### src/rtl/cic_pkg.sv
// Shared constants, source-select type and helper functions for the CIC interpolator
// and its decimating counterpart.
package cic_pkg;

  localparam int N_STAGES  = 4;
  localparam int DIN_W     = 16;
  localparam int DOUT_W    = 12;
  localparam int RATE_W    = 13;
  localparam int RMAX_LOG2 = 12;
  localparam int ACC_W     = DIN_W + N_STAGES * RMAX_LOG2 - RMAX_LOG2;
  localparam int RATE_MIN  = 4;
  localparam int RATE_MAX  = 4096;
  localparam int SHIFT_W   = 6;

  typedef enum logic [1:0] {
    SRC_HOLD,
    SRC_BYPASS,
    SRC_ZERO
  } src_e;

  function automatic int clog2(input int v);
    int r;
    r = 0;
    for (int i = 0; i <= RATE_W; i++) begin
      if ((1 << i) < v) r = i + 1;
    end
    return r;
  endfunction

  function automatic logic [SHIFT_W-1:0] calc_shift(input logic [RATE_W-1:0] r);
    return SHIFT_W'((N_STAGES - 1) * clog2(int'(r)) + (DIN_W - DOUT_W));
  endfunction

  function automatic logic [DOUT_W-1:0] sat_dout(input logic signed [ACC_W-1:0] v);
    if ((&v[ACC_W-1:DOUT_W-1]) || !(|v[ACC_W-1:DOUT_W-1])) return v[DOUT_W-1:0];
    return v[ACC_W-1] ? {1'b1, {(DOUT_W-1){1'b0}}} : {1'b0, {(DOUT_W-1){1'b1}}};
  endfunction

endpackage

### src/rtl/cic_interp_integrator_chain.sv
// Cascade of N registered accumulators; every stage advances on the shared enable
// and wraps modulo 2^ACC_W.
module cic_integrator_chain
  import cic_pkg::*;
(
  input  logic                    dspclk,
  input  logic                    reset,
  input  logic                    i_en,
  input  logic                    i_clr,
  input  logic signed [ACC_W-1:0] i_din,
  output logic signed [ACC_W-1:0] o_acc
);

  logic signed [ACC_W-1:0] r_acc [N_STAGES];

  always_ff @(posedge dspclk or posedge reset) begin
    if (reset) begin
      for (int k = 0; k < N_STAGES; k++) r_acc[k] <= '0;
    end else if (i_clr) begin
      for (int k = 0; k < N_STAGES; k++) r_acc[k] <= '0;
    end else if (i_en) begin
      r_acc[0] <= r_acc[0] + i_din;
      for (int k = 1; k < N_STAGES; k++) r_acc[k] <= r_acc[k] + r_acc[k-1];
    end
  end

  assign o_acc = r_acc[N_STAGES-1];

endmodule

### src/rtl/cic_interp.sv
// Programmable-rate CIC interpolator: one-deep input holding register, low-rate comb
// chain, zero-stuffing into the integrator chain, scaled and saturated DAC output.
module cic_interp
  import cic_pkg::*;
(
  input  logic              dspclk,
  input  logic              reset,
  input  logic              sclr,
  input  logic              rate_we,
  input  logic [RATE_W-1:0] rate,
  input  logic [DIN_W-1:0]  din,
  input  logic              nd,
  output logic              rfd,
  input  logic              out_ce,
  output logic [DOUT_W-1:0] dout,
  output logic              rdy,
  output logic              underrun
);

  logic [RATE_W-1:0]       r_reff;
  logic [SHIFT_W-1:0]      r_shift;
  logic [RMAX_LOG2-1:0]    r_phase;
  logic                    r_full;
  logic [DIN_W-1:0]        r_hold;
  logic                    r_underrun;
  logic signed [ACC_W-1:0] r_dly [N_STAGES];
  logic [DOUT_W-1:0]       r_dout;
  logic                    r_rdy;

  logic                    w_clr;
  logic                    w_consume;
  logic                    w_phase_wrap;
  logic [RATE_W-1:0]       w_rate_clamped;
  src_e                    w_src;
  logic [DIN_W-1:0]        w_x_raw;
  logic signed [ACC_W-1:0] w_cin [N_STAGES];
  logic signed [ACC_W-1:0] w_cout;
  logic signed [ACC_W-1:0] w_integ_in;
  logic signed [ACC_W-1:0] w_acc;
  logic signed [ACC_W-1:0] w_scaled;

  assign w_clr        = sclr | rate_we;
  assign w_consume    = out_ce & (r_phase == '0);
  assign w_phase_wrap = ({1'b0, r_phase} == (r_reff - RATE_W'(1)));

  always_comb begin
    w_rate_clamped = rate;
    if (rate < RATE_W'(RATE_MIN))      w_rate_clamped = RATE_W'(RATE_MIN);
    else if (rate > RATE_W'(RATE_MAX)) w_rate_clamped = RATE_W'(RATE_MAX);
  end

  // Source priority at a consume: held sample, then same-cycle bypass, else a zero.
  always_comb begin
    logic signed [ACC_W-1:0] v;
    // NOTE: every variable gets a default before any branch, so no path can infer a latch.
    w_src   = SRC_ZERO;
    w_x_raw = '0;
    if (r_full) begin
      w_src   = SRC_HOLD;
      w_x_raw = r_hold;
    end else if (nd) begin
      w_src   = SRC_BYPASS;
      w_x_raw = din;
    end
    v = {{(ACC_W-DIN_W){w_x_raw[DIN_W-1]}}, w_x_raw};
    for (int k = 0; k < N_STAGES; k++) begin
      w_cin[k] = v;
      v        = v - r_dly[k];
    end
    w_cout = v;
  end

  assign w_integ_in = w_consume ? w_cout : '0;

  // NOTE: state registers use non-blocking assignments so every flop samples pre-edge values.
  always_ff @(posedge dspclk or posedge reset) begin
    if (reset) begin
      r_reff  <= RATE_W'(RATE_MIN);
      r_shift <= calc_shift(RATE_W'(RATE_MIN));
    end else if (rate_we) begin
      r_reff  <= w_rate_clamped;
      r_shift <= calc_shift(w_rate_clamped);
    end
  end

  always_ff @(posedge dspclk or posedge reset) begin
    if (reset) begin
      r_phase    <= '0;
      r_full     <= 1'b0;
      r_hold     <= '0;
      r_underrun <= 1'b0;
    end else if (w_clr) begin
      r_phase    <= '0;
      r_full     <= 1'b0;
      r_underrun <= 1'b0;
    end else begin
      if (out_ce) r_phase <= w_phase_wrap ? '0 : r_phase + 1'b1;
      if (w_consume) begin
        if (w_src == SRC_HOLD) r_full     <= 1'b0;
        if (w_src == SRC_ZERO) r_underrun <= 1'b1;
      end else if (nd && !r_full) begin
        r_hold <= din;
        r_full <= 1'b1;
      end
    end
  end

  // NOTE: the comb delay array is reset and cleared because sclr must restart from silence.
  always_ff @(posedge dspclk or posedge reset) begin
    if (reset) begin
      for (int k = 0; k < N_STAGES; k++) r_dly[k] <= '0;
    end else if (w_clr) begin
      for (int k = 0; k < N_STAGES; k++) r_dly[k] <= '0;
    end else if (w_consume) begin
      for (int k = 0; k < N_STAGES; k++) r_dly[k] <= w_cin[k];
    end
  end

  cic_integrator_chain u_integ (
    .dspclk (dspclk),
    .reset  (reset),
    .i_en   (out_ce & ~w_clr),
    .i_clr  (w_clr),
    .i_din  (w_integ_in),
    .o_acc  (w_acc)
  );

  assign w_scaled = w_acc >>> r_shift;

  always_ff @(posedge dspclk or posedge reset) begin
    if (reset) begin
      r_dout <= '0;
      r_rdy  <= 1'b0;
    end else if (w_clr) begin
      r_dout <= '0;
      r_rdy  <= 1'b0;
    end else begin
      r_rdy <= out_ce;
      if (out_ce) r_dout <= sat_dout(w_scaled);
    end
  end

  assign rfd      = ~r_full;
  assign dout     = r_dout;
  assign rdy      = r_rdy;
  assign underrun = r_underrun;

endmodule

### config.mk
export PLATFORM = sky130hd
export DESIGN_NAME = cic_interp
export DESIGN_NICKNAME = d
export VERILOG_FILES = /design/src/rtl/cic_pkg.sv /design/src/rtl/cic_interp_integrator_chain.sv /design/src/rtl/cic_interp.sv
export SDC_FILE = /design/constraint.sdc
export NUM_CORES = 2
export LEC_CHECK = 0
export CAP_MARGIN = 20
export CORE_MARGIN = 1
export CORE_UTILIZATION = 46
export DETAILED_ROUTE_END_ITERATION = 6
export PLACE_DENSITY = 0.69
export SLEW_MARGIN = 20
export SYNTH_ARGS = -nofsm -noshare
export SYNTH_HDL_FRONTEND = slang
export SYNTH_SLANG_ARGS = --single-unit
export TNS_END_PERCENT = 5
### constraint.sdc
create_clock -name dspclk -period 21.7 [get_ports dspclk]
set_input_delay 4.34 -clock dspclk [delete_from_list [all_inputs] [get_ports dspclk]]
set_output_delay 4.34 -clock dspclk [all_outputs]
set_load 0.02 [all_outputs]
Word-level counts from Yosys, hierarchy flattened --
Index checks and enable logic that the tools add are counted.
Word-level totals: register bits 478, input bits 35, output and inout bits 15, logic and storage cells 113
Operators by class: add/sub/neg operators 11, multipliers 1, magnitude comparators 15, equal/unequal tests 3, shift operators 1, muxes and demuxes 44, bitwise gates (word level) 6, reduce and logical (&&, ||, !) cells 16
Operators by type and width (number):
- two-way mux 208 bit | 4
- two-way mux 32 bit | 13
- adder 52 bit | 4
- subtractor 52 bit | 3
- two-way mux 12 bit | 8
- two-way mux 52 bit | 1
- >>> shifter 52 x 6 -> 52 bit | 1
- subtractor 16 x 52 -> 52 bit | 1
- AND reduction 41 bit | 1
- OR reduction 41 bit | 1
- multiplier 3 x 32 -> 6 bit, first input constant | 1
- two-way mux 16 bit | 2
- two-way mux 13 bit | 2
- == test 12 x 13 -> 1 bit | 1
- greater-than comparator 13 bit, second input constant | 1
- < comparator 1 x 13 -> 1 bit, first input constant | 1
- < comparator 10 x 13 -> 1 bit, first input constant | 1
- < comparator 11 x 13 -> 1 bit, first input constant | 1
- < comparator 12 x 13 -> 1 bit, first input constant | 1
- < comparator 13 bit, first input constant | 1
- < comparator 13 x 3 -> 1 bit, second input constant | 1
- < comparator 2 x 13 -> 1 bit, first input constant | 1
- < comparator 3 x 13 -> 1 bit, first input constant | 1
- < comparator 4 x 13 -> 1 bit, first input constant | 1
- 24 further kinds | 44

Depth between registers and ports, before layout --
word-level depth 20, depth in mapped cells 71, mapped depth without buffers 70

By module --
A second synthesis with hierarchy kept.
Second synthesis, totals: cell total of the unflattened synthesis 5349, area total of the unflattened synthesis 43460.4 sq um
By module, submodules not included:
- cic_interp | instances 1, cells each 2983, area each 23951.7 sq um, sequential area each 5809.3 sq um
- cic_integrator_chain | instances 1, cells each 2366, area each 19508.7 sq um, sequential area each 5205.0 sq um

Worst setup path after synthesis --
No wires, ideal clock.
path kind input to register, start in nd, end reg u_integ.r_acc[207] in the netlist's numbering, library setup time 0.123 ns, arrival time 16.086 ns, required time 21.577 ns, path slack 5.491 ns, stages on the path 71, buffers on the path 3, cell sequence clkbuf_1 clkbuf_1 nand2_1 o21ai_0 ha_1 nor2b_1 o21ai_0 a21boi_0 o21ai_0 a21boi_0 o21ai_0 a21boi_0 o21ai_0 a21boi_0 o21ai_1 a21oi_1 o21ai_0 nand2b_1 [... 35 more ...] nor2_1 o21bai_1 xnor2_1 nor2_1 ha_1 a21oi_1 nor2b_1 o21ai_0 nand2b_1 a21o_1 a21oi_1 o21ai_0 a21o_1 a41o_1 a31oi_1 a211oi_1 a31o_1 mux2i_1
On the way: word-level cells in the longest chain between the ends 10
Ends and longest elaborated chain:
- start, declared | line cic_interp.sv:12 | input logic nd,
- two-way mux 16 bit | line cic_interp.sv:61 | end else if (nd) begin
- two-way mux 16 bit | line cic_interp.sv:58 | if (r_full) begin
- subtractor 16 x 52 -> 52 bit | line cic_interp.sv:68 | v = v - r_dly[k];
- subtractor 52 bit (3 in a row) | line cic_interp.sv:68
- two-way mux 52 bit | line cic_interp.sv:73 | assign w_integ_in = w_consume ? w_cout : '0;
- adder 52 bit | line cic_interp_integrator_chain.sv:22 | r_acc[0] <= r_acc[0] + i_din;
- two-way mux 208 bit | line cic_interp_integrator_chain.sv:21 | end else if (i_en) begin
- two-way mux 208 bit | line cic_interp_integrator_chain.sv:19 | end else if (i_clr) begin
- end, declared | line cic_interp_integrator_chain.sv:14 | logic signed [ACC_W-1:0] r_acc [N_STAGES];
Every way passes these cells. The select of a mux whose other input is x is not followed. A chain may end at the register's enable or synchronous reset.

Final worst setup path --
Ends and elaborated chain as after synthesis.

==> results by group <==
Power
  – Leakage: between 20 and 25 nW
  – Peak supply drop: 0.107 mV
  – Sequential fraction of design power: 0.153
  – Net Sw Frac: 0.476
  – Comb power frac: 0.698
  – Cell Pwr Density: between 100 and 150 nW/um^2
  – Net switching power: just over 3 mW
  – Clock share of power: 0.149
  – Pwr Total: ~6.5 mW
  – P_int: roughly 3.4 mW

Floorplan
  – IO Count: 50
  – Die W: a little under 300 um
  – FP Rows: 108
  – Area of the die: between 80000 and 90000 sq um
  – Core area: a little under 90000 sq um
  – Die H: around 300 um
  – Initial Utilization: 0.464

Finish
  – Area growth from synthesis to layout: 8.22%
  – Final nets: around 5300
  – Share of layout cells above drive strength 1: 0.0508
  – Core Util, Final: 0.502
  – Antenna cells: 0
  – Fill count: around 8000

STA
  – Hold Fails Final Rpt: 0
  – Fin. max-slew vios: 0
  – RSZ-0062 raised after global routing: no
  – F_max: ~0.055 GHz
  – Rel. slew slack: 0.279
  – Worst clock skew: 0.0275 ns
  – Fin Setup TNS: 0 ns
  – Final worst-path cycle share: 0.845
  – Setup violations, final: 0
  – Period minus WS final: 18.35 ns
  – Worst Tran Pin Value: between 1 and 1.5 ns

GRT
  – First-pass GRT wire length: 161 mm
  – Initial antenna violation count: 0
  – Vias in the first global route: approximately 32000
  – Global route total overflow: 0
  – Largest net degree at the start of global routing: around 150
  – GRT Util Overall: 0.214

Synth
  – Gate Count Post-Synth: ~5000
  – Avg Cell Area, Syn: roughly 8.1 sq um
  – Top FF cell, synth: dfrtp_1
  – Cell Area, Synth: between 40000 and 50000 sq um
  – Yosys top cell by area: dfrtp_1
  – Ys Warns: 0
  – Number of flops mapped to enable cells by yosys: 0
  – Synth unique cells: 86
  – Post-synth top area share: 0.272
  – Synthesized net count: about 5400
  – Top cells by area, synth: dfrtp_1, ha_1, a21oi_1
  – Ys async rst share: 1.00
  – Post-synthesis sequential area ratio: 0.274
  – Synth Register Bits: 440

Placement
  – RePlAce Congestion: about 0.95
  – Final HPWL DP: 71.2 mm
  – Port Buffers: between 40 and 50

Route
  – DR iter-0 viols: 2019
  – Routed met1 length: around 44 mm
  – Top layer in use: met4
  – Drt drc: 0
  – Vias per cell: about 5.6
  – Met2 wire length: between 40 and 50 mm
  – Wire per inst: between 15 and 20 um
  – Metal3 WL: between 2 and 3 mm
  – DRT Wirelength: between 90 and 100 mm
  – Post-DRT Antenna Nets: 0
  – Pre-antenna DRT Iters: 6
  – Via count: around 34000

Critical path
  – Worst EP arrival: 18.88 ns
  – Crit-path max cell delay: between 0.7 and 0.8 ns
  – Slowest CP cell: nor2b_1
  – Critical path class: input pin to flip-flop
  – Worst endpoint required time: between 20 and 25 ns
  – CP Buf/Inv Count: 3
  – Crit. End Element: flip-flop
  – Worst Path Max Fanout: 18
  – Crit-path leading delay family: compound AO/OA/AOI/OAI gates
  – Critical Path Source Type: input pin

Hold path
  – Min-delay worst type: flip-flop to flip-flop

Clocking
  – CTS tree: yes
  – Post-CTS Hold Fix Bufs: 0
  – Clock sink count: 440
  – Clk Latency, worst-skew pair: between 0.6 and 0.7 ns
  – Cts repair resizes: 0
  – Post-CTS setup buffers: 0
  – CTS Root Cell: clkbuf_16
  – Num CTS Buffers: 57
  – H-tree Lvls: 2
  – Worst-path clk slew: around 0.060 ns
  – Clock buffer depth: 3

Job
  – Max-cap violations: 0

Outcome
  – Run status: finished, final reports clean
[kinds of logic (layout without fill, tap and decap cells)]
group	after synthesis	count (layout)	synth area share
XOR/XNOR	353	353	0.0775
flip-flops	440	440	0.274
buffers and inverters	518	484	0.0491
multiplexers	242	242	0.0741
AO/OA/AOI/OAI	1511	1511	0.235
adder cells (fa/ha/maj)	395	395	0.126
AND/OR/NAND/NOR	1475	1475	0.164
[path summary, 6_finish.rpt]
| path | start | end | slack (ns) | depth (start not counted) |
|---|---|---|---|---|
| setup / recovery | nd | u_integ.r_acc[207]$_DFFE_PP0P_ | 3.36 | 70 |
| hold / removal | r_dly[149]$_DFFE_PP0N_ | r_dly[149]$_DFFE_PP0N_ | 0.47 | 1 |
| setup reg to reg | r_full$_DFFE_PP0P_ | u_integ.r_acc[207]$_DFFE_PP0P_ | 6.71 | 70 |
| hold reg to reg | r_dly[149]$_DFFE_PP0N_ | r_dly[149]$_DFFE_PP0N_ | 0.47 | 1 |
| max in group asynchronous | reset | r_dly[149]$_DFFE_PP0N_ | 16.04 | 3 |
| min in group asynchronous | reset | r_dly[104]$_DFFE_PP0N_ | 4.22 | 2 |
[synthesized netlist by cell type, types with 49 or more instances]
cell and n:
a211oi_1 68, a21o_1 237, a21oi_1 502, clkbuf_1 164, dfrtp_1 437, ha_1 381, inv_1 306, mux2i_1 158
nand2_1 532, nand2b_1 57, nand3_1 81, nand4_1 49, nor2_1 491, nor2b_1 54, nor3_1 61, o21ai_0 321
o21bai_1 61, xnor2_1 228, xor2_1 123
[cell usage in the layout, fill, tap and decap left out, types with 123 or more instances in the layout]
cell | netlist | final
xor2_1 | 123 | 123
a21o_1 | 237 | 237
nand2_1 | 532 | 531
ha_1 | 381 | 381
mux2i_1 | 158 | 158
a21oi_1 | 502 | 502
inv_1 | 306 | 305
dfrtp_1 | 437 | 437
nor2_1 | 491 | 488
o21ai_0 | 321 | 321
xnor2_1 | 228 | 228
[cell type report]
type / instances / area [sq um] / area share
multi-input cells: 3976 / 27200 / 0.626
flip-flops and latches: 440 / 11000 / 0.253
clock buffers: 81 / 1660 / 0.0381
well taps: 1155 / 1450 / 0.0332
inverters: 309 / 1170 / 0.0268
repair buffers: 76 / 713 / 0.0164
clock inverters: 18 / 254 / 0.00584
[flip-flops by register name, summed over array words and instances, names as in the netlist]
register       cells
dout              12
r_dly            170
r_full             1
r_hold            16
r_phase           12
r_reff            13
r_shift            6
rdy                1
u_integ.o_acc     52
u_integ.r_acc    156
underrun           1
[worst reg2reg max path, delay by kind of cell, from the launching register on]
family	cells	cell delay, ns
xor gates and xnor gates	3	0.49
DFF	1	0.86
AOI/OAI and AO/OA	45	8.24
buffers and inverters	3	0.41
adders and majority gates	6	2.14
and+or+nand+nor	12	2.60
muxes	1	0.11
[per-layer routing]
metal | track usage | vias to the layer above
met5 | 0 | -
met4 | 0.0745 | 0
met3 | 0.0218 | 184
met2 | 0.376 | 592
met1 | 0.272 | 15600
li1 | - | 17500
[power groups by stage]
stage                     registers [mW]  clock network, mW  logic [mW]
after global placement              1.00                  0        4.43
after detailed placement            1.01                  0        4.48
after floorplan                    0.984                  0        3.67
after CTS                          0.993              0.995        4.50
final                              0.995              0.968        4.53
after global routing                1.01               1.03        5.08
[through the flow]
stage / hold WS (ns) / setup slack (ns) / area [sq um] / instances
2_1_floorplan: 0.449 / 5.11 / 40200 / 4934
5_1_grt: 0.487 / 1.85 / 43500 / 6055
4_1_cts: 0.478 / 3.48 / 43500 / 6055
3_3_place_gp: 0.460 / 3.20 / 41600 / 5956
3_5_place_dp: 0.466 / 2.89 / 41600 / 5956
6_report: 0.472 / 3.36 / 43500 / 6055
Power figures use the tool's default switching activity.
